File: src/rtl/mips_pkg.sv
// Shared definitions for the multicycle MIPS core.
//
// Holds the MULT/DIV function-field codes, the op select encoding used by
// the MultOrDiv control line, the mult/div sequencer state type and the
// default datapath width. ctrl_unit decodes FUNCT against the same
// constants, so both sides agree on the encoding.
package mips_pkg;

   // FUNCT field codes for R-type MULT and DIV
   localparam logic [5:0] MULT = 6'b011000;
   localparam logic [5:0] DIV  = 6'b011010;

   // op / MultOrDiv encoding
   localparam logic OP_MULT = 1'b0;
   localparam logic OP_DIV  = 1'b1;

   localparam int DEFAULT_WIDTH = 32;

   typedef enum logic [2:0] {
      IDLE     = 3'd0,
      MULT_RUN = 3'd1,
      DIV_RUN  = 3'd2,
      DIV_FIX  = 3'd3,
      DONE     = 3'd4
   } md_state_t;

endpackage

File: src/rtl/mult_div_seq.sv
// Multi-cycle MULT/DIV sequencer for the multicycle MIPS core.
//
// Captures rs/rt on a start pulse accepted in IDLE and runs either radix-2
// Booth multiplication (WIDTH steps) or restoring division on magnitudes
// (WIDTH steps plus one sign-correction step). The 2*WIDTH result lands in
// hi/lo on the edge entering DONE, where done pulses for one cycle.
//
// Ports:
//   clk       system clock, rising edge
//   reset     asynchronous, active-high; clears all state and outputs
//   start     begin an operation; only sampled in IDLE
//   op        0 = MULT, 1 = DIV
//   a         rs operand (multiplicand / dividend), signed
//   b         rt operand (multiplier / divisor), signed
//   busy      high in every state except IDLE
//   done      one-cycle pulse, hi/lo valid
//   div_zero  DIV with b == 0; held until the next accepted start
//   hi        MULT: product high word; DIV: remainder
//   lo        MULT: product low word;  DIV: quotient
module mult_div_seq
   import mips_pkg::*;
#(
   parameter int WIDTH = DEFAULT_WIDTH
) (
   input  logic             clk,
   input  logic             reset,
   input  logic             start,
   input  logic             op,
   input  logic [WIDTH-1:0] a,
   input  logic [WIDTH-1:0] b,
   output logic             busy,
   output logic             done,
   output logic             div_zero,
   output logic [WIDTH-1:0] hi,
   output logic [WIDTH-1:0] lo
);

   // One extra bit so the counter can never wrap inside an operation
   localparam int CNT_W = $clog2(WIDTH) + 1;

   md_state_t        r_state;
   md_state_t        w_next_state;

   logic [CNT_W-1:0] r_cnt;
   // r_acc: Booth P_hi (with guard bit) in MULT, partial remainder in DIV
   logic [WIDTH:0]   r_acc;
   // r_shf: Booth P_lo in MULT, dividend shifting out / quotient shifting in
   logic [WIDTH-1:0] r_shf;
   logic             r_qm1;
   // r_mcand: multiplicand in MULT, |divisor| in DIV
   logic [WIDTH-1:0] r_mcand;
   logic             r_neg_q;
   logic             r_neg_r;
   logic             r_div_zero;
   logic [WIDTH-1:0] r_hi;
   logic [WIDTH-1:0] r_lo;

   logic             w_last;
   logic [WIDTH-1:0] w_a_mag;
   logic [WIDTH-1:0] w_b_mag;
   logic [WIDTH:0]   w_mext;
   logic [WIDTH:0]   w_booth_sum;
   logic [WIDTH:0]   w_rs;
   logic [WIDTH+1:0] w_diff;
   logic             w_div_neg;
   logic [WIDTH-1:0] w_q_fix;
   logic [WIDTH-1:0] w_r_fix;

   assign w_last  = (r_cnt == CNT_W'(WIDTH - 1));
   assign w_a_mag = a[WIDTH-1] ? -a : a;
   assign w_b_mag = b[WIDTH-1] ? -b : b;

   // Booth step: the guard bit keeps -MIN_INT representable in P_hi
   assign w_mext = {r_mcand[WIDTH-1], r_mcand};
   always_comb begin
      w_booth_sum = r_acc;
      case ({r_shf[0], r_qm1})
         2'b01:   w_booth_sum = r_acc + w_mext;
         2'b10:   w_booth_sum = r_acc - w_mext;
         default: w_booth_sum = r_acc;
      endcase
   end

   // Restoring step: shift next dividend bit in, trial-subtract |b|;
   // the extra top bit of w_diff is the borrow that signals "restore"
   assign w_rs      = {r_acc[WIDTH-1:0], r_shf[WIDTH-1]};
   assign w_diff    = {1'b0, w_rs} - {2'b00, r_mcand};
   assign w_div_neg = w_diff[WIDTH+1];

   // Sign correction; MIN_INT / -1 wraps back to MIN_INT with no flag
   assign w_q_fix = r_neg_q ? -r_shf : r_shf;
   assign w_r_fix = r_neg_r ? -r_acc[WIDTH-1:0] : r_acc[WIDTH-1:0];

   // State register
   always_ff @(posedge clk or posedge reset) begin
      if (reset) begin
         r_state <= IDLE;
      end else begin
         r_state <= w_next_state;
      end
   end

   // Next-state logic
   always_comb begin
      w_next_state = r_state;
      case (r_state)
         IDLE: begin
            if (start) begin
               if (op == OP_MULT)  w_next_state = MULT_RUN;
               else if (b == '0)   w_next_state = DONE;
               else                w_next_state = DIV_RUN;
            end
         end
         MULT_RUN: if (w_last) w_next_state = DONE;
         DIV_RUN:  if (w_last) w_next_state = DIV_FIX;
         DIV_FIX:  w_next_state = DONE;
         DONE:     w_next_state = IDLE;
         default:  w_next_state = IDLE;
      endcase
   end

   // Outputs decoded from registered state only
   always_comb begin
      busy     = (r_state != IDLE);
      done     = (r_state == DONE);
      div_zero = r_div_zero;
      hi       = r_hi;
      lo       = r_lo;
   end

   // Datapath
   always_ff @(posedge clk or posedge reset) begin
      if (reset) begin
         r_cnt      <= '0;
         r_acc      <= '0;
         r_shf      <= '0;
         r_qm1      <= 1'b0;
         r_mcand    <= '0;
         r_neg_q    <= 1'b0;
         r_neg_r    <= 1'b0;
         r_div_zero <= 1'b0;
         r_hi       <= '0;
         r_lo       <= '0;
      end else begin
         case (r_state)
            IDLE: begin
               if (start) begin
                  r_cnt      <= '0;
                  r_acc      <= '0;
                  r_qm1      <= 1'b0;
                  r_div_zero <= (op == OP_DIV) && (b == '0);
                  if (op == OP_MULT) begin
                     r_shf   <= b;
                     r_mcand <= a;
                  end else begin
                     r_shf   <= w_a_mag;
                     r_mcand <= w_b_mag;
                     r_neg_q <= a[WIDTH-1] ^ b[WIDTH-1];
                     r_neg_r <= a[WIDTH-1];
                  end
               end
            end
            MULT_RUN: begin
               r_acc <= {w_booth_sum[WIDTH], w_booth_sum[WIDTH:1]};
               r_shf <= {w_booth_sum[0], r_shf[WIDTH-1:1]};
               r_qm1 <= r_shf[0];
               r_cnt <= r_cnt + 1'b1;
               // Final step writes the shifted product straight to hi/lo
               if (w_last) begin
                  r_hi <= w_booth_sum[WIDTH:1];
                  r_lo <= {w_booth_sum[0], r_shf[WIDTH-1:1]};
               end
            end
            DIV_RUN: begin
               r_acc <= w_div_neg ? w_rs : w_diff[WIDTH:0];
               r_shf <= {r_shf[WIDTH-2:0], ~w_div_neg};
               r_cnt <= r_cnt + 1'b1;
            end
            DIV_FIX: begin
               r_hi <= w_r_fix;
               r_lo <= w_q_fix;
            end
            default: begin
            end
         endcase
      end
   end

endmodule

File: config.mk
export PLATFORM = sky130hd
export DESIGN_NAME = mult_div_seq
export DESIGN_NICKNAME = d
export VERILOG_FILES = /design/src/rtl/mips_pkg.sv /design/src/rtl/mult_div_seq.sv
export SDC_FILE = /design/constraint.sdc
export NUM_CORES = 1
export LEC_CHECK = 0
export ABC_AREA = 1
export BUFFER_PORTS_ARGS = -buffer_cell sky130_fd_sc_hd__buf_2
export CORE_MARGIN = 2
export CORE_UTILIZATION = 46
export CTS_CLUSTER_DIAMETER = 200
export DETAILED_ROUTE_END_ITERATION = 10
export MAX_ROUTING_LAYER = met4
export PLACE_DENSITY = 0.76
export SLEW_MARGIN = 10
export SYNTH_ARGS = -nofsm -noshare
export SYNTH_HDL_FRONTEND = slang
export SYNTH_SLANG_ARGS = --single-unit
File: constraint.sdc
create_clock -name clk -period 13.25 [get_ports clk]
set_input_delay 0.6625 -clock clk [delete_from_list [all_inputs] [get_ports clk]]
set_output_delay 0.6625 -clock clk [all_outputs]
set_load 0.02 [all_outputs]
==> impl_metrics.env, run 1 <==
export IMPL_cts_root_buf="clkbuf_16"
export IMPL_post_place_ws_ps=9263
export IMPL_die_h_microns=202.3
export IMPL_grt_pass1_wl_microns=112300
export IMPL_fin_crit_sh_pct=31.27
export IMPL_fin_crit_ps=4143
export IMPL_ys_seq_area_share_pct=24.08
export IMPL_drc=0
export IMPL_multi_input_area_sq_um=11800
export IMPL_num_rows=72
export IMPL_hpwl_microns=56330
export IMPL_yosys_area_share_adder_pct=5.134
export IMPL_wl_microns=72220
export IMPL_die_w_microns=202.3
export IMPL_layout_commonest_cell="nand2_1"
export IMPL_vias_per_cell=5.882
export IMPL_hp_class="input pin to async pin"
export IMPL_cp_start_kind="flop"
export IMPL_synthCells=3000
export IMPL_final_cell_mix="nand2_1 (877), inv_1 (370), nor2_1 (314), nand3_1 (269), a21oi_1 (186)"
export IMPL_maxSlewViolCount=0
export IMPL_path_clk_slew_ps=80
export IMPL_vias=21147
export IMPL_synth_compound_area_share_pct=17.95
export IMPL_ctsResizeCount=0
export IMPL_final_setup_tns_ps=0
export IMPL_gp_congestion=1.124
export IMPL_numCtsBuffers=17
export IMPL_grt_max_degree=96
export IMPL_ant_nets=0
export IMPL_clockBufferDepth=2
export IMPL_fin_skew_ps=15.06
export IMPL_dieArea_sq_um=40920
export IMPL_drv_cap=0
export IMPL_outcome="finished clean"
export IMPL_antenna_found_initial=4
export IMPL_htreeDepth=4
export IMPL_cts_setup_buffers=0
export IMPL_portBuffers=134
export IMPL_synth_cell_type_count=49
export IMPL_grt_overflow_total=0
export IMPL_yosys_warnings=0
export IMPL_max_freq_mhz=241.4
export IMPL_grt_pass1_vias=19662
export IMPL_crit_required_ps=13610
export IMPL_hold_viol_final=0
export IMPL_ioPinCount=135
export IMPL_wl_per_cell_microns=20.09
export IMPL_cts_sinks=174
export IMPL_final_seq_area_sq_um=4354
export IMPL_area_growth_pct=8.897
export IMPL_drive_above_1_share_pct=7.550
export IMPL_track_usage_pct=36.24
export IMPL_synth_simple_gate_area_share_pct=37.46
export IMPL_drtIter0Drc=2673
export IMPL_synth_nets=3141
export IMPL_hold_buffers=0
export IMPL_critPathKind="flop to flop"
export IMPL_cts_tree="built"
export IMPL_rsz0062_at_grt="no"
export IMPL_synth_top_family_by_area="simple AND/OR/NAND/NOR gates"
export IMPL_dr_pass1_iters=8
export IMPL_whs_ps=158.8
export IMPL_cp_arrival_ps=4500
export IMPL_tightest_slew_ps=1101
export IMPL_fin_ws_ps=9107
export IMPL_critPathCaptureType="flop"
export IMPL_initial_core_util_pct=46.69
export IMPL_synthXorXnorAreaFrac_pct=4.601
export IMPL_ys_seq_elements=174
export IMPL_fillCellCount=4176
export IMPL_slew_headroom_pct=26.52
export IMPL_clkLatencyLatePin_ps=470
export IMPL_setup_viol=0
export IMPL_netlist_area_sq_um=18080
export IMPL_synth_area_per_cell_sq_um=6.028
export IMPL_synth_area_mux_share_pct=0
export IMPL_cp_max_fo=5
export IMPL_core_area_sq_um=38740
export IMPL_final_nets=3201
==> area by class of cell <==
cell class	instances	area share, %
Tap cell	518	3.291
Antenna cell	4	0.05083
Timing Repair Buffer	153	4.130
Clock inverter	14	0.8704
Sequential cell	174	22.11
Inverter	386	7.395
Multi-Input combinational cell	2328	59.92
Clock buffer	18	2.230
==> critical path, cell delays in order (launching register included) <==
cell and delay, ps:
dfrtp_1 410, inv_1 160, nand3_1 130, nor2_1 150, nand4_1 150, nor2_1 200, nand3_1 160, nor2_2 250
nand2_1 80, nand2_1 150, nand2_1 90, xor2_1 220, inv_1 80, ha_1 440, nand2_1 140, nor2_1 290
inv_1 70, o21bai_1 250, a21oi_1 110, nand2_1 90, nand2_1 50, nand3_1 120, nand3_1 110, nand2_1 100
nand2_1 50
==> synth_stat cells, drive strengths merged <==
master  number  area share, %
nand2      883             18
inv        380            7.9
nor2       328            7.1
nand3      274            7.7
o21ai      196            5.4
a21oi      187            5.2
dfrtp      174             24
xor2        80            3.9
ha          71            4.9
clkbuf      69            1.4
nand4       67            2.3
buf         43            1.3
nor3        37            1.3
o211ai      35            1.5
a221oi      26            1.3
o221ai      26            1.3
a22oi       24            1.0
xnor2       15           0.73
o22ai       13           0.45
o21bai      11           0.46
o31ai       11           0.46
a31oi        6           0.21
clkinv       6           0.12
or2          6           0.21
a21o         5           0.21
nor4         5           0.17
a22o         4           0.19
o21a         4           0.17
a211oi       3           0.12
nand3b       3           0.12
and2         2          0.069
fa           2           0.22
nor3b        2          0.083
a41oi        1          0.048
o311ai       1          0.048
==> cells by family (layout without fill, tap and decap cells) <==
logic type	count (synthesis)	count (layout)
other	0	4
AO/OA/AOI/OAI	553	553
adder cells (fa/ha/maj)	73	73
AND/OR/NAND/NOR	1607	1607
buffers and inverters	498	571
flip-flops	174	174
XOR/XNOR	95	95
==> metrics by stage <==
| step | util (%) | instances | area, sq um |
|---|---|---|---|
| finish | 50.84 | 3595 | 19690 |
| global route | 50.84 | 3595 | 19690 |
| CTS | 50.81 | 3591 | 19680 |
| detailed placement | 49.24 | 3559 | 19070 |
| global placement | 49.24 | 3559 | 19070 |
| floorplan | - | 3000 | 18080 |
==> path summary, 6_finish.rpt <==
kind,slack (ps),cells after the start,endpoint,startpoint
worst min register to register,470,2,hi[20]$_DFFE_PP0P_,hi[20]$_DFFE_PP0P_
worst min-delay path,160,2,hi[29]$_DFFE_PP0P_,reset
worst max-delay path,9110,24,hi[25]$_DFFE_PP0P_,r_mcand[1]$_DFFE_PP0P_
worst max register to register,9110,24,hi[25]$_DFFE_PP0P_,r_mcand[1]$_DFFE_PP0P_
max in group asynchronous,11750,3,r_mcand[31]$_DFFE_PP0P_,reset
min in group clk,470,2,hi[20]$_DFFE_PP0P_,hi[20]$_DFFE_PP0P_
==> flip-flops by register name, indices dropped and copies added, names as in the netlist <==
register and flops:
r_acc 33, hi 32, lo 32, r_mcand 32, r_shf 32, r_cnt 6, r_state 3, div_zero 1
r_neg_q 1, r_neg_r 1, r_qm1 1
==> metal layers <==
| metal | part of all wire, % | vias to the layer above | GRT usage, % | wire, microns |
|---|---|---|---|---|
| met3 | 8.4 | 254 | 5.160 | 6041 |
| li1 | - | 10030 | - | - |
| met2 | 45 | 1185 | 56.63 | 32660 |
| met5 | 0 | - | - | 0 |
| met1 | 39 | 9678 | 44.49 | 28450 |
| met4 | 7.0 | 0 | 21.79 | 5068 |
Power of run 1 is not shown: default switching activity piles up to over one toggle a cycle in this logic, so the estimate is an artifact.
==> run 2: changes to the inputs <==
--- a/config.mk
+++ b/config.mk
@@ -12,7 +12,7 @@
 export CTS_CLUSTER_DIAMETER = 200
 export DETAILED_ROUTE_END_ITERATION = 10
 export MAX_ROUTING_LAYER = met4
-export PLACE_DENSITY = 0.76
+export PLACE_DENSITY = 0.78
 export SLEW_MARGIN = 10
 export SYNTH_ARGS = -nofsm -noshare
 export SYNTH_HDL_FRONTEND = slang
==> constraint.sdc (replaced) <==
create_clock -name clk -period 3.7 [get_ports clk]
set_input_delay 0.185 -clock clk [delete_from_list [all_inputs] [get_ports clk]]
set_output_delay 0.185 -clock clk [all_outputs]
set_load 0.02 [all_outputs]
==> run 2 against run 1 <==
  * Clock-buffer cell count down 1
  * Register-to-register slack worse by 8900 ps
  * Critical path depth down 2
  * Final cell count grew 1.4%
  * Critical path type unchanged
==> impl_metrics.env, run 2 (synthesized netlist as in run 1, its figures left out) <==
export IMPL_critPathKind="flop to flop"
export IMPL_wl_met3_microns=6038
export IMPL_dr_pass1_iters=8
export IMPL_numCtsBuffers=17
export IMPL_fin_cells=3646
export IMPL_grt_overflow_total=0
export IMPL_wirelength_met1_microns=28190
export IMPL_clkLatencyLatePin_ps=490
export IMPL_drc=0
export IMPL_max_freq_mhz=285.6
export IMPL_fin_skew_ps=17.30
export IMPL_antenna_found_initial=5
export IMPL_grt_pass1_wl_microns=111400
export IMPL_drive_above_1_share_pct=10.21
export IMPL_crit_required_ps=4070
export IMPL_whs_ps=34.65
export IMPL_htreeDepth=4
export IMPL_ant_nets=0
export IMPL_hold_viol_final=0
export IMPL_fin_crit_ps=3502
export IMPL_cts_sinks=174
export IMPL_fillCellCount=4074
export IMPL_wl_microns=71910
export IMPL_track_usage_pct=36.22
export IMPL_layout_commonest_cell="nand2_1"
export IMPL_vias=21144
export IMPL_setup_viol=0
export IMPL_dieArea_sq_um=40920
export IMPL_final_cell_mix="nand2_1 (870), inv_1 (367), nor2_1 (303), nand3_1 (268), a21oi_1 (177)"
export IMPL_final_nets=3251
export IMPL_num_rows=72
export IMPL_cp_start_kind="flop"
export IMPL_grt_pass1_vias=19685
export IMPL_min_delay_path_depth=3
export IMPL_hpwl_microns=56810
export IMPL_die_h_microns=202.3
export IMPL_cp_arrival_ps=3870
export IMPL_grt_max_degree=97
export IMPL_die_w_microns=202.3
export IMPL_critPathCaptureType="flop"
export IMPL_wl_per_cell_microns=19.72
export IMPL_portBuffers=134
export IMPL_rsz0062_at_grt="yes"
export IMPL_cts_root_buf="clkbuf_16"
export IMPL_vias_per_cell=5.799
export IMPL_initial_core_util_pct=46.69
export IMPL_drtIter0Drc=2395
export IMPL_cp_max_fo=4
export IMPL_drv_cap=0
export IMPL_cts_tree="built"
export IMPL_clockBufferDepth=2
export IMPL_slew_headroom_pct=35.93
export IMPL_outcome="finished clean"
export IMPL_regMostFlops="r_acc"
export IMPL_hp_class="input pin to flop"
export IMPL_route_met2_wl_microns=31800
export IMPL_dp_cells=3604
export IMPL_worstRegToRegCells=22
export IMPL_path_clk_slew_ps=80
export IMPL_gp_congestion=1.095
export IMPL_top_layer_used="met4"
export IMPL_final_setup_tns_ps=0
export IMPL_fin_ws_ps=198.3
export IMPL_maxSlewViolCount=0
export IMPL_fin_crit_sh_pct=94.64
export IMPL_area_growth_pct=11.87
export IMPL_tightest_slew_ps=955.2
export IMPL_core_area_sq_um=38740
export IMPL_ioPinCount=135
export IMPL_post_place_ws_ps=128.8
export IMPL_largest_reg_flops=33
==> run 2: cell count changes in the layout (fill, tap and decap cells not counted), moves of 5 or more <==
cell	previous run	this run
ha_1	71	66
nand2_1	877	870
a21oi_1	186	177
buf_4	19	66
nor2_1	314	303
nor2_2	10	19
a21oi_2	1	10
nand2_2	6	13
==> run 2: final timing paths <==
path / from / end / slack (ps)
worst max-delay path: r_mcand[0]$_DFFE_PP0P_ / hi[15]$_DFFE_PP0P_ / 200
worst min-delay path: a[0] / r_mcand[0]$_DFFE_PP0P_ / 30
worst max register to register: r_mcand[0]$_DFFE_PP0P_ / hi[15]$_DFFE_PP0P_ / 200
worst min register to register: hi[23]$_DFFE_PP0P_ / hi[23]$_DFFE_PP0P_ / 480
max in group asynchronous: reset / lo[22]$_DFFE_PP0P_ / 2290
min in group asynchronous: reset / hi[8]$_DFFE_PP0P_ / 380
==> run 2: what timing repair did <==
action | 4_1_cts | 5_1_grt
resized for setup | 0 | 43
hold buffers | 1 | 0
buffers inserted | 0 | 4
endpoints found under the hold margin | 31 | 0
setup endpoints to repair | 0 | 33
==> run 2: through the flow <==
step	util [%]	cell area, sq um
2_1_floorplan	-	18090
3_3_place_gp	50.17	19430
3_5_place_dp	50.17	19430
4_1_cts	51.77	20050
5_1_grt	52.22	20230
6_report	52.23	20230
==> run 2: final cells by class <==
| type | instances | area [sq um] | area share [%] |
|---|---|---|---|
| flip-flops and latches | 174 | 4354 | 21.52 |
| repair buffers | 203 | 1216 | 6.011 |
| diodes | 5 | 12.51 | 0.06184 |
| clock inverters | 15 | 182.7 | 0.9029 |
| well taps | 518 | 648.1 | 3.203 |
| multi-input cells | 2328 | 11940 | 59.00 |
| clock buffers | 17 | 425.4 | 2.103 |
| inverters | 386 | 1455 | 7.192 |
==> run 2: critical path, stage by stage, from the launching register on <==
cell     delay [ps]
dfrtp_1         420
inv_2            80
nand3_1          90
nor2_1          140
nand4_1         180
nor2_1          180
nand3_2         120
nand2_1         110
o21ai_0         120
xor2_1          160
ha_1            390
nand2_1         110
nor2_1          150
inv_1           130
nor2_1          110
nand2_1          90
nand2_1         130
xor2_1          160
nand2_1          80
o21ai_0         150
nand2_1         140
nand2_1         110
nand2_1          50
==> run 2: per-layer routing <==
layer / GRT usage (%) / vias to the layer above
li1: - / 10126
met3: 5.160 / 257
met4: 25.26 / 0
met2: 55.19 / 1079
met5: - / -
met1: 44.27 / 9682
Power of run 2 is left out for the same reason.
